<file path="src/rtl/pctrl_pkg.sv">
// pctrl_pkg
// Shared definitions for the serial packet controller (pctrl_gen).
//   - opcode numbering used on the command line and on the opcode output
//   - FSM state enumeration
//   - helpers: execute-window length per opcode, pulse-op test, integer max
package pctrl_pkg;

  localparam int OUT_DATA1   = 0;
  localparam int OUT_DATA2   = 1;
  localparam int OUT_RES     = 2;
  localparam int OUT_RES_ADD = 3;
  localparam int LOAD_RES    = 4;
  localparam int MUL         = 5;
  localparam int MUL_ADD     = 6;
  localparam int NO_OP       = 7;

  typedef enum logic [2:0] {
    IDLE,
    START,
    ADDR,
    OP,
    STOP,
    EXECUTE,
    SKIP
  } state_e;

  // Execute window length minus one for a decoded opcode.
  function automatic int exec_len(input int op, input int long_len, input int short_len);
    if (op == OUT_RES || op == OUT_RES_ADD) begin
      return long_len;
    end
    return short_len;
  endfunction

  // Pulse ops drive the opcode for a single cycle only.
  function automatic logic is_pulse_op(input int op);
    return (op == MUL) || (op == MUL_ADD);
  endfunction

  function automatic int max_int(input int a, input int b);
    return (a > b) ? a : b;
  endfunction

endpackage

</file>
<file path="src/rtl/pctrl_bit_timer.sv">
// pctrl_bit_timer
// Bit-period timer for the serial receiver. After 'start' it emits a
// one-cycle 'sample' strobe floor(BIT_CYCLES/2) cycles later (the start
// cycle counts as cycle 0), then every BIT_CYCLES cycles until 'stop'.
// Ports:
//   clk     in  system clock
//   Rst     in  synchronous active-high reset
//   start   in  (re)arm the timer; wins over stop
//   stop    in  halt and clear the timer
//   sample  out mid-bit strobe
module pctrl_bit_timer
  import pctrl_pkg::*;
#(
  parameter int BIT_CYCLES = 4
) (
  input  logic clk,
  input  logic Rst,
  input  logic start,
  input  logic stop,
  output logic sample
);

  localparam int HALF = BIT_CYCLES / 2;
  localparam int TW   = max_int($clog2(BIT_CYCLES), 1);

  logic [TW-1:0] cnt;
  logic          running;

  // Countdown to the next sample point; reloaded with a full bit period
  // each time it expires.
  always_ff @(posedge clk) begin
    if (Rst) begin
      running <= 1'b0;
      cnt     <= '0;
    end else if (start) begin
      running <= 1'b1;
      cnt     <= TW'(HALF - 1);
    end else if (stop) begin
      running <= 1'b0;
      cnt     <= '0;
    end else if (running) begin
      if (cnt == '0) begin
        cnt <= TW'(BIT_CYCLES - 1);
      end else begin
        cnt <= cnt - 1'b1;
      end
    end
  end

  assign sample = running && (cnt == '0);

endmodule

</file>
<file path="src/rtl/pctrl_gen.sv">
// pctrl_gen
// Parametrised serial packet controller. Receives frames on 'rx'
// (start, address LSB first, opcode LSB first, optional even parity, stop),
// accepts its own node address or the broadcast address, and drives the
// decoded opcode for an execute window.
// Optional feature macro: PCTRL_PARITY_EN (even parity bit after the opcode,
// covering address and opcode bits).
// Ports:
//   clk        in   system clock
//   Rst        in   synchronous active-high reset
//   address    in   node address (ADDR_W)
//   rx         in   serial line, idles high, already synchronised
//   opcode     out  current command (OP_W), all ones (NO_OP) when idle
//   op_valid   out  one-cycle pulse on the first EXECUTE cycle
//   busy       out  high whenever the FSM is not in IDLE
//   frame_err  out  one-cycle pulse on stop-bit or parity failure
module pctrl_gen
  import pctrl_pkg::*;
#(
  parameter int                ADDR_W     = 8,
  parameter int                OP_W       = 3,
  parameter int                BIT_CYCLES = 4,
  parameter int                EXEC_LONG  = 127,
  parameter int                EXEC_SHORT = 31,
  parameter int                SKIP_GAP   = 50,
  parameter logic [ADDR_W-1:0] BCAST_ADDR = '1
) (
  input  logic              clk,
  input  logic              Rst,
  input  logic [ADDR_W-1:0] address,
  input  logic              rx,
  output logic [OP_W-1:0]   opcode,
  output logic              op_valid,
  output logic              busy,
  output logic              frame_err
);

`ifdef PCTRL_PARITY_EN
  localparam int PAR_BITS      = 1;
  localparam int SKIP_PAR_LOAD = BIT_CYCLES + SKIP_GAP - 1;
`else
  localparam int PAR_BITS      = 0;
`endif

  // A skipped frame covers the opcode bits, optional parity and stop bit.
  localparam int SKIP_ADDR_CYC  = (OP_W + 1 + PAR_BITS) * BIT_CYCLES + SKIP_GAP;
  localparam int SKIP_STOP_LOAD = (SKIP_GAP > 0) ? SKIP_GAP - 1 : 0;
  localparam int CNT_MAX = max_int(max_int(EXEC_LONG, EXEC_SHORT),
                                   max_int(SKIP_ADDR_CYC, BIT_CYCLES));
  localparam int CNT_W  = $clog2(CNT_MAX + 1);
  localparam int BCNT_W = $clog2(ADDR_W + OP_W + 1);
  localparam logic [OP_W-1:0] NO_OP_V = '1;

  state_e              state, state_n;
  logic [ADDR_W-1:0]   addr_shift, addr_shift_n, addr_in;
  logic [OP_W-1:0]     op_shift, op_shift_n, op_in;
  logic [OP_W-1:0]     op_reg, op_reg_n;
  logic [BCNT_W-1:0]   bit_cnt, bit_cnt_n;
  logic [CNT_W-1:0]    cnt, cnt_n;
  logic                par, par_n;
  logic                first, first_n;
  logic                err, err_n;
  logic                sample, timer_start, timer_stop;

  assign timer_start = (state == IDLE) && !rx;
  assign timer_stop  = (state == IDLE) || (state == EXECUTE) || (state == SKIP);

  pctrl_bit_timer #(
    .BIT_CYCLES(BIT_CYCLES)
  ) u_bit_timer (
    .clk   (clk),
    .Rst   (Rst),
    .start (timer_start),
    .stop  (timer_stop),
    .sample(sample)
  );

  // LSB-first shift: the new bit enters at the top and moves down.
  assign addr_in = (addr_shift >> 1) | (ADDR_W'(rx) << (ADDR_W - 1));
  assign op_in   = (op_shift >> 1) | (OP_W'(rx) << (OP_W - 1));

  always_ff @(posedge clk) begin
    if (Rst) begin
      state      <= IDLE;
      addr_shift <= '0;
      op_shift   <= '0;
      op_reg     <= NO_OP_V;
      bit_cnt    <= '0;
      cnt        <= '0;
      par        <= 1'b0;
      first      <= 1'b0;
      err        <= 1'b0;
    end else begin
      state      <= state_n;
      addr_shift <= addr_shift_n;
      op_shift   <= op_shift_n;
      op_reg     <= op_reg_n;
      bit_cnt    <= bit_cnt_n;
      cnt        <= cnt_n;
      par        <= par_n;
      first      <= first_n;
      err        <= err_n;
    end
  end

  // Next-state and datapath updates. 'cnt' times both the execute window
  // and the skip period; it only counts down, so it never wraps.
  always_comb begin
    state_n      = state;
    addr_shift_n = addr_shift;
    op_shift_n   = op_shift;
    op_reg_n     = op_reg;
    bit_cnt_n    = bit_cnt;
    cnt_n        = cnt;
    par_n        = par;
    first_n      = 1'b0;
    err_n        = 1'b0;
    case (state)
      IDLE: begin
        if (!rx) begin
          state_n      = START;
          addr_shift_n = '0;
          op_shift_n   = '0;
          bit_cnt_n    = '0;
          par_n        = 1'b0;
        end
      end
      START: begin
        if (sample) begin
          state_n = rx ? IDLE : ADDR;
        end
      end
      ADDR: begin
        if (sample) begin
          addr_shift_n = addr_in;
          par_n        = par ^ rx;
          if (bit_cnt == BCNT_W'(ADDR_W - 1)) begin
            bit_cnt_n = '0;
            if (addr_in == address || addr_in == BCAST_ADDR) begin
              state_n = OP;
            end else begin
              state_n = SKIP;
              cnt_n   = CNT_W'(SKIP_ADDR_CYC - 1);
            end
          end else begin
            bit_cnt_n = bit_cnt + 1'b1;
          end
        end
      end
      OP: begin
        if (sample) begin
          if (bit_cnt < BCNT_W'(OP_W)) begin
            op_shift_n = op_in;
            par_n      = par ^ rx;
            bit_cnt_n  = bit_cnt + 1'b1;
`ifndef PCTRL_PARITY_EN
            if (bit_cnt == BCNT_W'(OP_W - 1)) begin
              state_n = STOP;
            end
`endif
          end
`ifdef PCTRL_PARITY_EN
          else if (rx != par) begin
            err_n   = 1'b1;
            state_n = SKIP;
            cnt_n   = CNT_W'(SKIP_PAR_LOAD);
          end else begin
            state_n = STOP;
          end
`endif
        end
      end
      STOP: begin
        if (sample) begin
          if (!rx) begin
            err_n   = 1'b1;
            state_n = SKIP;
            cnt_n   = CNT_W'(SKIP_STOP_LOAD);
          end else begin
            state_n  = EXECUTE;
            first_n  = 1'b1;
            op_reg_n = op_shift;
            cnt_n    = CNT_W'(exec_len(int'(op_shift), EXEC_LONG, EXEC_SHORT));
          end
        end
      end
      EXECUTE, SKIP: begin
        if (cnt == '0) begin
          state_n = IDLE;
        end else begin
          cnt_n = cnt - 1'b1;
        end
      end
      default: state_n = IDLE;
    endcase
  end

  // Pulse ops show their code only on the first execute cycle; all other
  // ops hold it for the whole window.
  assign opcode    = (state == EXECUTE && (first || !is_pulse_op(int'(op_reg)))) ? op_reg : NO_OP_V;
  assign op_valid  = first;
  assign busy      = (state != IDLE);
  assign frame_err = err;

endmodule

</file>
<file path="config.mk">
export PLATFORM = sky130hd
export DESIGN_NAME = pctrl_gen
export DESIGN_NICKNAME = d
export VERILOG_FILES = /design/src/rtl/pctrl_pkg.sv /design/src/rtl/pctrl_bit_timer.sv /design/src/rtl/pctrl_gen.sv
export SDC_FILE = /design/constraint.sdc
export NUM_CORES = 1
export LEC_CHECK = 0
export CAP_MARGIN = 20
export CORE_MARGIN = 1.5
export CORE_UTILIZATION = 47
export CTS_BUF_LIST = sky130_fd_sc_hd__clkbuf_4
export DETAILED_ROUTE_END_ITERATION = 8
export PLACE_DENSITY = 0.67
export SLEW_MARGIN = 20
export SYNTH_ARGS = -nofsm -noshare
export SYNTH_HDL_FRONTEND = slang
export SYNTH_SLANG_ARGS = --single-unit
</file>
<file path="constraint.sdc">
create_clock -name clk -period 2.9 [get_ports clk]
set_clock_uncertainty 0.05 [all_clocks]
set_input_delay 0.435 -clock clk [delete_from_list [all_inputs] [get_ports clk]]
set_output_delay 0.435 -clock clk [all_outputs]
set_load 0.02 [all_outputs]
</file>
==> flow_summary.json <==
{
  "status": "finished clean",
  "max_cap_viol_count": 0,
  "clk_latency_ns": 0.32,
  "crit_path_end_kind": "output pin",
  "synth_edf_count": 0,
  "synth_warnings": 0,
  "synth_fp_nets": 254,
  "route.vias.total": 1709,
  "crit_arrival_ns": 2.03,
  "leakagePower_nw": 0.891,
  "path_max_fanout": 13,
  "dieArea_sq_um": 4460,
  "synth_top_family_by_area": "compound AO/OA/AOI/OAI gates",
  "cts_max_level": 2,
  "clock-sinks": 32,
  "clock_power_share": 0.267,
  "fin_nets": 270,
  "required_ns": 2.41,
  "synth_xor_area_frac": 0.0550,
  "yosys.area_share.simple": 0.246,
  "grt_max_degree": 19,
  "grt_usage": 0.210,
  "tightest_slew_ns": 0.581,
  "peakVddDrop_uv": 425,
  "start_util": 0.507,
  "routed_wl_mm": 4.22,
  "avgRoutedWirePerCell_microns": 13.9,
  "grt_pass1_wl_mm": 7.15,
  "internal-power_mw": 0.821,
  "die_w_microns": 66.8,
  "pre_cts_ws_ns": 0.502,
  "power_frac_seq": 0.405,
  "fin_crit_sh": 0.868,
  "synth_compound_area_frac": 0.252,
  "fin_crit_ns": 2.52,
  "ys_async_sr_fraction": 0,
  "antenna_left": 0,
  "rsz0062_at_grt": "no",
  "hold_viol": 0,
  "setup_tns_ns": 0,
  "dp_hpwl_mm": 3.13,
  "gr-total-overflow": 0,
  "drt_iter0_drc": 121,
  "top_regs": "addr_shift (7), cnt (7), bit_cnt (4)",
  "rows": 22,
  "synthToLayoutAreaGrowth_pct": 15.5,
  "diodes": 0,
  "grt_pass1_vias": 1485,
  "drc": 0,
  "syn_inst": 238,
  "drive_gt1_frac": 0.0941,
  "yosys.area_share.adder": 0.0380,
  "p_comb_frac": 0.327,
  "final-setup-viol-count": 0,
  "ys_types": 53,
  "criticalPathCategory": "register to output pin",
  "syn-mean-instance-area_sq_um": 8.03,
  "setup_ws_ns": 0.383,
  "max_slew_margin": 0.607,
  "drtPass1Iterations": 4,
  "switchingPower_mw": 0.427,
  "die_h_microns": 66.8,
  "start_kind": "register",
  "antenna_found_initial": 0,
  "post-cts-setup-buffers": 0,
  "cts_resized": 0,
  "numPortBuffers": 16,
  "power.density_nw_per_um2": 565,
  "ioPinCount": 17,
  "cts_tree": "done",
  "cts_buffers": 5,
  "clockBufferDepth": 2,
  "p_sw_frac": 0.342,
  "clkTransAtPathRegs_ns": 0.09,
  "synth_area_sq_um": 1910,
  "fmax_ghz": 0.397,
  "synthFlopType": "dfxtp_1",
  "gp_congestion": 0.806,
  "vias_per_cell": 5.64,
  "muxShareOfSynthArea": 0.0210,
  "seq_area_frac_synth": 0.335,
  "cts_root_buf": "clkbuf_4",
  "synth.ff_latch_count": 32,
  "cts_hold_buf": 0,
  "hp-class": "register to register",
  "coreArea_sq_um": 3770,
  "slew_viol_final": 0
}
-- cell usage after synthesis (2+ instances only) --
library cell,number,share of area
ha_1,5,0.033
nor2_1,28,0.055
a211oi_1,3,0.012
o2111ai_1,3,0.014
o31ai_1,6,0.024
and2_1,3,0.0098
buf_1,2,0.0039
a21oi_1,17,0.045
a31oi_1,4,0.013
buf_2,3,0.0079
xor2_1,11,0.050
nor4b_1,3,0.014
nor2b_1,5,0.016
nand4_1,6,0.020
nor4_1,4,0.013
and3_1,4,0.013
nand3_1,7,0.018
dfxtp_1,32,0.34
o211ai_1,2,0.0079
nor3_1,5,0.013
inv_1,10,0.020
clkbuf_1,9,0.018
a311o_1,2,0.010
o21ai_0,4,0.010
nand2_1,17,0.033
a21o_1,2,0.0079
or2_1,3,0.0098
or2_2,2,0.0065
mux2i_1,4,0.021
nand3b_1,3,0.012
a22oi_1,7,0.028
-- power groups by stage --
stage	clock (mW)	sequential, mW	combinational (mW)
floorplan	0	0.492	0.331
detailed placement	0	0.516	0.402
global route	0.368	0.512	0.466
finish	0.334	0.506	0.408
global placement	0	0.516	0.402
CTS	0.346	0.506	0.407
-- per-stage QoR --
stage | hold WS, ns | total power [mW] | cells | instance area (sq um) | util
after global placement | 0.423 | 0.918 | 295 | 2130 | 0.564
after global routing | 0.468 | 1.35 | 303 | 2210 | 0.585
after detailed placement | 0.424 | 0.919 | 295 | 2130 | 0.564
final | 0.440 | 1.25 | 303 | 2210 | 0.585
after floorplan | 0.381 | 0.823 | 238 | 1910 | -
after CTS | 0.439 | 1.26 | 303 | 2210 | 0.585
-- cell families after synthesis --
family / count (synthesis)
multiplexers: 4
XOR/XNOR: 12
adder cells (fa/ha/maj): 6
flip-flops: 32
buffers and inverters: 25
AND/OR/NAND/NOR: 93
AO/OA/AOI/OAI: 66
-- placed cells by master, fill, tap and decap left out, types with 3 or more instances in the layout --
| master | instances |
|---|---|
| a31oi_1 | 4 |
| nor4_1 | 4 |
| a211oi_1 | 3 |
| nand3b_1 | 3 |
| clkbuf_4 | 6 |
| or2_1 | 3 |
| o2111ai_1 | 3 |
| nor2b_1 | 5 |
| nand3_1 | 7 |
| nand4_1 | 6 |
| and2_1 | 3 |
| inv_1 | 10 |
| o31ai_1 | 6 |
| nand2_1 | 17 |
| xor2_1 | 11 |
| o21ai_0 | 4 |
| and3_1 | 4 |
| clkdlybuf4s50_1 | 16 |
| nor3_1 | 5 |
| ha_1 | 5 |
| dfxtp_1 | 32 |
| mux2i_1 | 4 |
| buf_4 | 8 |
| nor2_1 | 28 |
| a21oi_1 | 17 |
| nor4b_1 | 3 |
| a22oi_1 | 7 |
-- worst max-delay path, stage by stage, from the launching register on --
cell and delay, ns:
dfxtp_1 0.59, nand3b_1 0.22, a311o_1 0.37, clkdlybuf4s50_1 0.54
-- routing by layer --
| layer | part of all wire | GRT usage | wire [microns] |
|---|---|---|---|
| met3 | 0.057 | 0.0524 | 239 |
| met2 | 0.41 | 0.299 | 1750 |
| met5 | 0 | 0 | 0 |
| met1 | 0.53 | 0.318 | 2220 |
| met4 | 0.0026 | 0.0408 | 11 |
-- final timing paths --
check                                  from          end  slack, ns  cells past startpoint
worst max register to register       cnt[0]       cnt[2]       0.60                      8
worst min-delay path            op_shift[0]  op_shift[0]       0.44                      2
worst min register to register  op_shift[0]  op_shift[0]       0.44                      2
worst max-delay path               state[0]    opcode[1]       0.38                      3
-- final cells by class --
class                   count  area, sq um
well taps                  48         60.1
flip-flops and latches     32          641
multi-input cells         181         1170
inverters                  10         37.5
fillers                   351         1560
repair buffers             24          220
clock buffers               6         45.0
clock inverters             2         35.0
(Power assumes the default switching activity.)
